**src/rtl/h14tx_pattern_gen.sv**
```systemverilog
// h14tx_pattern_gen -- video test-pattern source for the h14tx_dvo raster.
//
// Takes the raster coordinates produced by h14tx_dvo and returns one registered
// 24-bit RGB pixel per clock (latency 1). A debounced push-switch steps through
// five patterns; a mode change is deferred to the frame boundary so a frame is
// never split between two patterns.
//
// Ports:
//   clk        pixel clock
//   rst        synchronous active-high reset
//   switch     raw asynchronous push-switch
//   x          pixel column, 0..HTotal-1
//   y          line number, 0..VTotal-1
//   video      {R,G,B} = {[23:16],[15:8],[7:0]}, 0 outside the active area
//   mode       current pattern (0 white, 1 bars, 2 ramp, 3 checker, 4 moving bar)
//   frame_tick one-cycle pulse following the last pixel of the frame
module h14tx_pattern_gen #(
  parameter int BitWidth       = 12,
  parameter int BitHeight      = 11,
  parameter int HActive        = 1280,
  parameter int VActive        = 720,
  parameter int HTotal         = 1650,
  parameter int VTotal         = 750,
  parameter int DebounceCycles = 1000000,
  parameter int CheckLog2      = 5,
  parameter int BarPx          = 32,
  parameter int BarStep        = 4,
  parameter int InitMode       = 0
) (
  input  logic                 clk,
  input  logic                 rst,
  input  logic                 switch,
  input  logic [BitWidth-1:0]  x,
  input  logic [BitHeight-1:0] y,
  output logic [23:0]          video,
  output logic [2:0]           mode,
  output logic                 frame_tick
);

  localparam int CntW = (DebounceCycles > 1) ? $clog2(DebounceCycles) : 1;
  localparam logic [CntW-1:0] CntMax = CntW'(DebounceCycles - 1);

  localparam logic [BitWidth-1:0] Edge1 = BitWidth'(1 * HActive / 8);
  localparam logic [BitWidth-1:0] Edge2 = BitWidth'(2 * HActive / 8);
  localparam logic [BitWidth-1:0] Edge3 = BitWidth'(3 * HActive / 8);
  localparam logic [BitWidth-1:0] Edge4 = BitWidth'(4 * HActive / 8);
  localparam logic [BitWidth-1:0] Edge5 = BitWidth'(5 * HActive / 8);
  localparam logic [BitWidth-1:0] Edge6 = BitWidth'(6 * HActive / 8);
  localparam logic [BitWidth-1:0] Edge7 = BitWidth'(7 * HActive / 8);

  logic            sync_p0, sync_p1;
  logic            db_level;
  logic [CntW-1:0] db_cnt;
  logic            db_differ, db_done, press;
  logic            pending;
  logic [BitWidth-1:0] pos;
  logic [BitWidth:0]   pos_sum;
  logic [BitWidth-1:0] pos_next;
  logic [2:0]      mode_inc;
  logic            frame_end;

  // Pixel colour for one coordinate; x/y are assumed to be inside the active area.
  function automatic logic [23:0] pattern_rgb(input logic [2:0]           m,
                                              input logic [BitWidth-1:0]  px,
                                              input logic [BitHeight-1:0] py,
                                              input logic [BitWidth-1:0]  bar_pos);
    logic [BitWidth:0] px_w, lo_w, hi_w;
    logic [23:0] rgb;
    px_w = {1'b0, px};
    lo_w = {1'b0, bar_pos};
    hi_w = lo_w + (BitWidth+1)'(BarPx);
    rgb  = 24'h000000;
    case (m)
      3'd0: rgb = 24'hFFFFFF;
      3'd1: begin
        if      (px < Edge1) rgb = 24'hFFFFFF;
        else if (px < Edge2) rgb = 24'hFFFF00;
        else if (px < Edge3) rgb = 24'h00FFFF;
        else if (px < Edge4) rgb = 24'h00FF00;
        else if (px < Edge5) rgb = 24'hFF00FF;
        else if (px < Edge6) rgb = 24'hFF0000;
        else if (px < Edge7) rgb = 24'h0000FF;
        else                 rgb = 24'h000000;
      end
      3'd2: rgb = {px[7:0], px[7:0], px[7:0]};
      3'd3: rgb = (px[CheckLog2] ^ py[CheckLog2]) ? 24'hFFFFFF : 24'h000000;
      // Right-edge clipping falls out of the active-area blanking in the caller.
      3'd4: rgb = (px_w >= lo_w && px_w < hi_w) ? 24'hFFFFFF : 24'h000080;
      default: rgb = 24'h000000;
    endcase
    return rgb;
  endfunction

  // Stage p0/p1: two-flop synchroniser for the raw switch
  always_ff @(posedge clk) begin
    if (rst) begin
      sync_p0 <= 1'b0;
      sync_p1 <= 1'b0;
    end else begin
      sync_p0 <= switch;
      sync_p1 <= sync_p0;
    end
  end

  assign db_differ = (sync_p1 != db_level);
  assign db_done   = db_differ && (db_cnt == CntMax);
  assign press     = db_done && !db_level;

  // Debounce: count consecutive samples that disagree with the accepted level
  always_ff @(posedge clk) begin
    if (rst) begin
      db_level <= 1'b0;
      db_cnt   <= '0;
    end else if (!db_differ) begin
      db_cnt   <= '0;
    end else if (db_done) begin
      db_level <= ~db_level;
      db_cnt   <= '0;
    end else begin
      db_cnt   <= db_cnt + 1'b1;
    end
  end

  assign frame_end = (x == BitWidth'(HTotal - 1)) && (y == BitHeight'(VTotal - 1));

  always_comb begin
    pos_sum  = {1'b0, pos} + (BitWidth+1)'(BarStep);
    pos_next = (pos_sum >= (BitWidth+1)'(HActive)) ? '0 : pos_sum[BitWidth-1:0];
    mode_inc = (mode == 3'd4) ? 3'd0 : mode + 3'd1;
  end

  // Frame-boundary control: mode stepping, bar animation, tick
  always_ff @(posedge clk) begin
    if (rst) begin
      mode       <= 3'(InitMode);
      pending    <= 1'b0;
      pos        <= '0;
      frame_tick <= 1'b0;
    end else begin
      frame_tick <= frame_end;
      if (frame_end) begin
        if (pending) mode <= mode_inc;
        pos     <= pos_next;
        // A press landing on the boundary cycle is held for the next frame.
        pending <= press;
      end else if (press) begin
        pending <= 1'b1;
      end
    end
  end

  // Stage p1: registered pixel output
  always_ff @(posedge clk) begin
    if (rst) begin
      video <= 24'h000000;
    end else if (({1'b0, x} >= (BitWidth+1)'(HActive)) ||
                 ({1'b0, y} >= (BitHeight+1)'(VActive))) begin
      video <= 24'h000000;
    end else begin
      video <= pattern_rgb(mode, x, y, pos);
    end
  end

endmodule

```
**config.mk**
```make
export PLATFORM = sky130hd
export DESIGN_NAME = h14tx_pattern_gen
export DESIGN_NICKNAME = d
export VERILOG_FILES = /design/src/rtl/h14tx_pattern_gen.sv
export SDC_FILE = /design/constraint.sdc
export NUM_CORES = 1
export LEC_CHECK = 0
export ABC_AREA = 1
export CAP_MARGIN = 20
export CORE_AREA = 3 3 112 71
export DETAILED_ROUTE_END_ITERATION = 8
export DIE_AREA = 0 0 115 74
export GPL_TIMING_DRIVEN = 0
export PLACE_DENSITY = 0.8
export SYNTH_ARGS = -nofsm -noshare
export SYNTH_HDL_FRONTEND = slang
export SYNTH_SLANG_ARGS = --single-unit
```
**constraint.sdc**
```tcl
create_clock -name clk -period 6.25 [get_ports clk]
set_input_delay 0.625 -clock clk [delete_from_list [all_inputs] [get_ports clk]]
set_output_delay 0.625 -clock clk [all_outputs]
set_load 0.02 [all_outputs]
```
; ---- After elaboration in Yosys (flattened, before gate mapping)
; Cells that the tools add are included.
[word_totals]
register_bits = 64
output_inout_bits = 28
input_bits = 26
[op_classes]
reduce_logical = 12
eq_ne = 8
n_addsub = 4
bitwise = 3
order_cmp = 12
muxes = 14
[op_table]
columns = op, count
row1 = 24-bit 2-to-1 mux, 8
row2 = 24-bit case mux with 5 select lines, 1
row3 = "12-bit by 10-bit < comparator with 1-bit output, second input constant", 3
row4 = "12-bit by 9-bit < comparator with 1-bit output, second input constant", 2
row5 = "20-bit by 1-bit adder with 20-bit output, second input constant", 1
row6 = "20-bit equality test, second input constant", 1
row7 = "12-bit by 3-bit adder with 13-bit output, second input constant", 1
row8 = "12-bit by 6-bit adder with 13-bit output, second input constant", 1
row9 = "13-bit by 11-bit >= comparator with 1-bit output, second input constant", 1
row10 = 12-bit by 13-bit < comparator with 1-bit output, 1
row11 = "12-bit by 11-bit equality test with 1-bit output, second input constant", 1
row12 = "12-bit by 11-bit >= comparator with 1-bit output, second input constant", 1
row13 = 12-bit >= comparator, 1
row14 = "12-bit by 11-bit < comparator with 1-bit output, second input constant", 1
row15 = "12-bit by 8-bit < comparator with 1-bit output, second input constant", 1
row16 = 12-bit 2-to-1 mux, 1
row17 = "11-bit by 10-bit equality test with 1-bit output, second input constant", 1
row18 = "11-bit by 10-bit >= comparator with 1-bit output, second input constant", 1
row19 = 8-bit 2-to-1 mux, 1
row20 = "3-bit by 2-bit equality test with 1-bit output, second input constant", 2
row21 = 1-bit logical AND, 4
row22 = 2-bit AND reduction, 2
row23 = "3-bit by 1-bit adder with 3-bit output, second input constant", 1
row24 = "3-bit by 1-bit equality test with 1-bit output, second input constant", 1
row25 = other kinds (12), 14

; ---- Logic depth before layout (Yosys ltp)
; Gate-level depths: netlist of run 1.
[logic_depth]
ltp_word = 9
mapped_depth = 17
depth_no_buf = 15

; ---- Worst setup path before layout of run 1
; Ideal clock, no wire load.
[synth_path]
kind = register to register
from = register pos[5]
to = register video[18]
t_arrival_ns = 1.969
setup_time_ns = 0.109
n_path_buf = 1
slack_ns = 4.173
stages_incl_launch_ff = 17
t_required_ns = 6.141
path_cell_list = dfxtp_1 -> ha_1 -> nand3_1 -> xor2_1 -> ha_1 -> nand2_1 -> inv_1 -> nand3_1 -> inv_1 -> nand3_1 -> nand3_1 -> nor2_1 -> nor2_2 -> buf_6 -> nand3_1 -> nand2_1 -> inv_1
[synth_between]
elab_chain_len = 5
[synth_rtl]
columns = item, line
row1 = start: declaration, 56  ; logic [BitWidth-1:0] pos;
row2 = start signal: assignment, 143  ; pos <= pos_next;
row3 = 12-bit by 6-bit adder with 13-bit output, 71  ; hi_w = lo_w + (BitWidth+1)'(BarPx);
row4 = 12-bit by 13-bit < comparator with 1-bit output, 88  ; 3'd4: rgb = (px_w >= lo_w && px_w < hi_w) ? 24'hFFFFFF : 24'h000080;
row5 = 1-bit logical AND (*), 88
row6 = 24-bit 2-to-1 mux (*), 88
row7 = 24-bit case mux with 5 select lines (*), 73  ; case (m)
row8 = end signal: assignment, 160  ; video <= pattern_rgb(mode, x, y, pos);
row9 = end: declaration, 35  ; output logic [23:0] video,
; Every way passes the cells marked *; elsewhere a longest branch is shown, timed or not.
; A chain may end at the register's enable or synchronous reset.

; ---- Worst setup path in the final report of run 1
[layout_path]
from = input x[7]
to = register video[19]
[layout_between]
elab_chain_len = 8
[layout_rtl]
columns = item, line
row1 = start: declaration, 33  ; input logic [BitWidth-1:0] x,
row2 = 12-bit by 10-bit < comparator with 1-bit output, 81  ; else if (px < Edge6) rgb = 24'hFF0000;
row3 = 24-bit 2-to-1 mux, 81
row4 = 24-bit 2-to-1 mux, 80  ; else if (px < Edge5) rgb = 24'hFF00FF;
row5 = 24-bit 2-to-1 mux, 79  ; else if (px < Edge4) rgb = 24'h00FF00;
row6 = 24-bit 2-to-1 mux, 78  ; else if (px < Edge3) rgb = 24'h00FFFF;
row7 = 24-bit 2-to-1 mux, 77  ; else if (px < Edge2) rgb = 24'hFFFF00;
row8 = 24-bit 2-to-1 mux, 76  ; if (px < Edge1) rgb = 24'hFFFFFF;
row9 = 24-bit case mux with 5 select lines, 73
; Parallel ways exist; a longest one is shown, timed or not.

==> flow_summary.toml, run 1 <==
[floorplanning]
placementRows = 24
fp.dieH_um = 74
initial_utilization_pct = 51.18
ios = 54
core_area_um2 = 7087
dieArea_um2 = 8510
die_width_um = 115

[timing]
final_max_slew_viol_count = 0
worst_slew_pin_slew_ns = 0.4945
grt_setup_unrepaired = "false"
setup_viol = 0
period_share_pct = 40.96
clock_skew_ns = 0.007302
finalHoldViolCount = 0
fin_tns_setup_ns = 0
max_freq_mhz = 390.7
layout_min_cycle_time_ns = 2.560
timing.slew.headroom_pct = 66.73
fin_ws_ns = 3.690

[logic_synthesis]
ys_ff_latch = 62
syn_inst = 531
synth_mux_area_share_pct = 0
synth_nets = 582
synthAdderAreaFrac_pct = 8.624
ys_warn_count = 0
synth_top_family_by_area = "simple AND/OR/NAND/NOR gates"
synth_xor_area_share_pct = 3.863
syn_area_um2 = 3627
synth.avg_cell_area_um2 = 6.831
synth.distinct_cells = 32
synth_compound_area_share_pct = 8.313
yosys.area_share.simple_pct = 32.91
yosysSeqAreaShare_pct = 34.22

[grt]
grt_pass1_vias = 3313
overflow = 0
grt_antenna_before_repair = 0
grt_max_degree = 11
grt_pass1_wl_um = 14940
grtUsageTotal_pct = 22.48

[critical_path]
start_kind = "primary input"
critPathKind = "in2reg"
path_max_fanout = 10
crit_chain = "clkdlybuf4s50_1 > ha_1 > nand2_1 > a21oi_1 > nor2_1 > nor2_1 > nor2_1 > nand3_1 > nor2_1 > nor2_2 > buf_6 > nand3_1 > nand2_1 > inv_1"
end_kind = "flop"
required_ns = 6.47
crit_path_top_delay_cell = "clkdlybuf4s50_1"
arrival_ns = 2.78
cp_common_cell = "nor2_1"
slowest_delay_ns = 0.61
path_delay_family = "buffers and inverters"
crit_buf_inv = 3

[final_layout]
multi_input_area_um2 = 1948
fillCellCount = 622
drive_above_1_share_pct = 5.518
layout.nets = 646
regArea_um2 = 1241
stdcell_area_um2 = 4562
syn2layout_area_growth_pct = 25.77
finalNonFillerCells = 689
diodes = 0

[power]
pwr-share-comb_pct = 8.2
p_per_area_nw_per_um2 = 212.3
p_int_mw = 0.7633
seq_power_share_pct = 41.6
clockPowerShare_pct = 50.2
ir_drop_mv = 0.1780
swShare_pct = 21.19
p_leak_nw = 2.112
power.switching_mw = 0.2052

[clock_tree]
post-cts-setup-buffers = 0
cts_tree = "yes"
insertion_delay_ns = 0.33
clkTransAtPathRegs_ns = 0.05
cts_made_buffers = 9
clock-root-buffer = "clkbuf_16"
cts.sinks = 62
cts_hold_buf = 0
h-tree-depth = 3
clk_path_buf_depth = 2
cts_resized = 0

[route]
via_per_inst = 5.106
wl_um = 8925
route.detailed.drc = 0
antenna_left = 0
wl_per_cell_um = 12.95
vias = 3518
drt-pass1-iter-count = 5
first_iter_violations = 180

[run_status]
status = "completed"

[placed_design]
placedCellCount = 675
dp_hpwl_um = 6875
preCtsSetupSlack_ns = 3.409
placed_cell_area_um2 = 4272
place_congestion = 0.9794
io_buffers = 53

[run]
cap_viol_max_count = 0

[min_path]
hold_path.class = "reg2reg"
## Yosys cell counts
| cell type | number | area share [%] |
|---|---|---|
| a211oi_1 | 1 | 0.21 |
| a21boi_0 | 1 | 0.21 |
| a21o_1 | 3 | 0.62 |
| a21oi_1 | 25 | 3.4 |
| a311oi_2 | 1 | 0.41 |
| buf_2 | 2 | 0.28 |
| buf_4 | 2 | 0.41 |
| buf_6 | 2 | 0.62 |
| clkbuf_1 | 3 | 0.31 |
| dfxtp_1 | 62 | 34 |
| ha_1 | 25 | 8.6 |
| inv_1 | 101 | 10 |
| nand2_1 | 113 | 12 |
| nand2_2 | 5 | 0.86 |
| nand3_1 | 55 | 7.6 |
| nand3b_1 | 1 | 0.21 |
| nand4_1 | 10 | 1.7 |
| nor2_1 | 48 | 5.0 |
| nor2_2 | 5 | 0.86 |
| nor3_1 | 14 | 1.9 |
| nor3_2 | 1 | 0.28 |
| nor3_4 | 1 | 0.45 |
| nor3b_1 | 3 | 0.62 |
| nor4_1 | 8 | 1.4 |
| o2111ai_1 | 1 | 0.24 |
| o211ai_1 | 4 | 0.83 |
| o21ai_0 | 13 | 1.8 |
| o21ai_1 | 1 | 0.14 |
| o31ai_1 | 2 | 0.41 |
| or2_2 | 2 | 0.34 |
| xnor2_1 | 1 | 0.24 |
| xor2_1 | 15 | 3.6 |
## routing by layer
metal	GRT usage, %	share of wire, %	wire (um)	vias up
met2	34.81	43	3857	123
met5	0	0	0	-
met4	6.510	0.85	76	0
li1	-	-	-	1828
met1	29.72	47	4152	1560
met3	8.374	9.4	838	7
## cell usage in the layout, fill, tap and decap left out, drive strengths merged
cell	n
or2	2
a21o	3
ha	25
a211oi	1
o21ai	14
a311oi	1
inv	101
clkbuf	16
clkdlybuf4s50	53
xnor2	1
a21boi	1
nand4	10
a21oi	25
nor3b	3
nand3b	1
bufinv	1
nor4	8
o31ai	2
nand2	118
o2111ai	1
o211ai	4
dfxtp	62
nor3	16
nor2	53
xor2	15
nand3	55
buf	6
## per-stage QoR
stage / util [%] / hold slack (ns) / power, mW
2_1_floorplan: - / 0.3883 / 0.4498
3_3_place_gp: 60.28 / 0.3892 / 0.4872
3_5_place_dp: 60.28 / 0.3942 / 0.4895
4_1_cts: 64.37 / 0.4007 / 0.9792
5_1_grt: 64.37 / 0.4136 / 1.007
6_report: 64.37 / 0.3994 / 0.9685
## worst paths after layout
path           start        end  slack, ns  cells after the start
max             x[7]  video[19]       3.69                     14
min          sync_p0    sync_p1       0.40                      2
max reg2reg   pos[5]  video[19]       3.81                     16
min reg2reg  sync_p0    sync_p1       0.40                      2
## sequential cells by signal, indices dropped and copies added, names as in the netlist
name	count
db_cnt	20
db_level	1
frame_tick	1
mode	3
pending	1
pos	10
sync_p0	1
sync_p1	1
video	24
## power groups by stage
| stage | Combinational (mW) | Clock [mW] | Sequential [mW] |
|---|---|---|---|
| after global routing | 0.0880 | 0.516 | 0.403 |
| after global placement | 0.0765 | 0 | 0.411 |
| after CTS | 0.0791 | 0.497 | 0.403 |
| final | 0.0798 | 0.486 | 0.403 |
| after detailed placement | 0.0787 | 0 | 0.411 |
| after floorplan | 0.0331 | 0 | 0.417 |
## logic make-up (layout without fill, tap and decap cells)
logic type | Yosys count | after routing
AOI/OAI and AO/OA | 52 | 52
xor gates and xnor gates | 16 | 16
adders and majority gates | 25 | 25
buffers and inverters | 110 | 177
DFF | 62 | 62
and+or+nand+nor | 266 | 266
## cell type report
type	instances	share of cell area, %
plain buffers	9	1.289
well taps	91	2.496
repair buffers	53	11.63
multi-input cells	359	42.70
flip-flops and latches	62	27.21
inverters	101	8.310
clock inverters	1	0.6583
clock buffers	13	5.705
## worst min-delay path: stages, from the launching register on
cell and delay [ns]:
dfxtp_1 0.29, inv_1 0.04, nor2_1 0.03
(Power assumes the default switching activity.)
==> run 2: changes to the inputs <==
==> constraint.sdc (replaced) <==
create_clock -name clk -period 2.43 [get_ports clk]
set_input_delay 0.243 -clock clk [delete_from_list [all_inputs] [get_ports clk]]
set_output_delay 0.243 -clock clk [all_outputs]
set_load 0.02 [all_outputs]
==> run 2 against run 1 <==
Effect of this change:
- combinational power grew to 2.6 times the previous value
- largest power group unchanged
- critical path type is now reg2reg
- worst hold slack is essentially flat
- utilization grew 0.87 points
==> flow_summary.toml, run 2 (synthesis gave the netlist of run 1 again) <==
[grt]
overflow = 0
grt_pass1_wl_um = 14940
grt_pass1_vias = 3313
grtUsageTotal_pct = 22.48
grt_antenna_before_repair = 0
grt_max_degree = 11

[final_layout]
layout.nets = 647
stdcell_area_um2 = 4623
largest_reg_flops = 24
syn2layout_area_growth_pct = 27.46
most-common-layout-cells = "113 x nand2_1, 101 x inv_1, 58 x dfxtp_1"
drive_above_1_share_pct = 7.012
top_register = "video"
biggestRegsByFlops = "video x24, db_cnt x20, pos x10"
layout_commonest_cell = "nand2_1"
diodes = 0

[power]
clockPowerShare_pct = 50.1
ir_drop_mv = 0.4595
swShare_pct = 21.17
p_int_mw = 1.962
power.switching_mw = 0.5267
p_per_area_nw_per_um2 = 538.3
pwr-share-comb_pct = 8.3
p_leak_nw = 2.119
seq_power_share_pct = 41.6

[floorplanning]
placementRows = 24
die_width_um = 115
core_area_um2 = 7087
initial_utilization_pct = 51.18
fp.dieH_um = 74
dieArea_um2 = 8510
ios = 54

[route]
wl_um = 9042
antenna_left = 0
via_per_inst = 5.136
vias = 3544
route.detailed.drc = 0
drt-pass1-iter-count = 5
first_iter_violations = 220
wl_per_cell_um = 13.10

[clock_tree]
h-tree-depth = 3
cts_tree = "yes"
clock-root-buffer = "clkbuf_16"
clk_path_buf_depth = 2
cts.sinks = 62
cts_made_buffers = 9
clkTransAtPathRegs_ns = 0.05
insertion_delay_ns = 0.33

[timing]
timing.slew.headroom_pct = 65.93
hold_ws_ns = 0.3994
clock_skew_ns = 0.009539
worst_slew_pin_slew_ns = 0.5110
finalHoldViolCount = 0
setup_viol = 0
fin_ws_ns = 0.1524
period_share_pct = 93.73
max_freq_mhz = 439.1
layout_min_cycle_time_ns = 2.278
final_max_slew_viol_count = 0

[critical_path]
path_max_fanout = 8
timing.rr.end = "video[3]"
critPathKind = "reg2reg"
required_ns = 2.71
start_kind = "flop"
end_kind = "flop"
ff2ff_path_depth = 16
reg2reg_slack_ns = 0.15
arrival_ns = 2.55
r2r_start = "pos[7]"

[placed_design]
dp_hpwl_um = 6875
preCtsSetupSlack_ns = -0.02900
placed_cell_area_um2 = 4272
io_buffers = 53
place_congestion = 0.9794

[run]
cap_viol_max_count = 0

[min_path]
min_from = "sync_p0"
hold_depth = 2
hold_path.class = "reg2reg"
hold_end = "sync_p1"

[run_status]
status = "completed"
-- run 2: cell types whose count changed in the layout (fill, tap and decap cells not counted), sizes merged --
cell,delta
buf,+1
-- run 2: how the worst max path moves through the flow --
stage                start         to  slack, ns  cells after the start
floorplan           pos[5]  video[18]       0.35                     16
global placement      x[7]  video[11]      0.006                     15
detailed placement    x[7]  video[10]      -0.03                     15
CTS                 pos[5]  video[19]       0.02                     14
global route        pos[7]  video[20]      -0.03                     16
finish              pos[7]   video[3]       0.15                     16
-- run 2: power by group through the flow --
stage / Combinational, mW / Sequential, mW / Clock, mW
after detailed placement: 0.202 / 1.06 / 0
after floorplan: 0.0851 / 1.07 / 0
after global placement: 0.197 / 1.06 / 0
final: 0.205 / 1.04 / 1.25
after global routing: 0.227 / 1.03 / 1.33
after CTS: 0.203 / 1.04 / 1.28
-- run 2: stage by stage --
step / power, mW / utilization [%] / TNS [ns] / std cells
6_report: 2.489 / 65.24 / 0 / 690
5_1_grt: 2.587 / 65.24 / -0.2256 / 690
4_1_cts: 2.518 / 64.37 / 0 / 689
3_5_place_dp: 1.259 / 60.28 / -0.1153 / 675
3_3_place_gp: 1.253 / 60.28 / 0 / 675
2_1_floorplan: 1.157 / - / 0 / 531
-- run 2: layout make-up --
cell class | count | area [um2]
tap | 91 | 113.9
buffer | 9 | 65.06
timing repair buffer | 54 | 538.0
inverter | 101 | 379.1
sequential | 62 | 1249
clock buffer | 13 | 260.3
multi-input combinational | 359 | 1988
clock inverter | 1 | 30.03
fill | 610 | 2464
-- run 2: repair_timing --
item / 4_1_cts / 5_1_grt
buffers inserted: 0 / 1
hold buffers: 0 / 0
resized for setup: 0 / 16
endpoints found under the setup margin: 0 / 23
endpoints found under the hold margin: 0 / 0
-- run 2: routing by layer --
metal | routed length [um] | global-route usage, % | up-vias
met5 | 0 | 0 | -
met2 | 3996 | 34.81 | 115
met1 | 4225 | 29.72 | 1592
met4 | 97 | 6.510 | 0
met3 | 723 | 8.374 | 11
li1 | - | - | 1826
-- run 2: worst max-delay path, cell delays in order, from the launching register on --
cell and delay (ns):
dfxtp_1 0.32, buf_6 0.13, nand3_4 0.11, nor2_4 0.13
xor2_1 0.17, ha_1 0.27, a21o_1 0.19, nand3_1 0.08
nand2_1 0.06, nor2_1 0.10, nand3_1 0.10, nor2_2 0.16
nor2_4 0.07, buf_4 0.15, nand3_1 0.07, nand2_1 0.06
inv_1 0.06
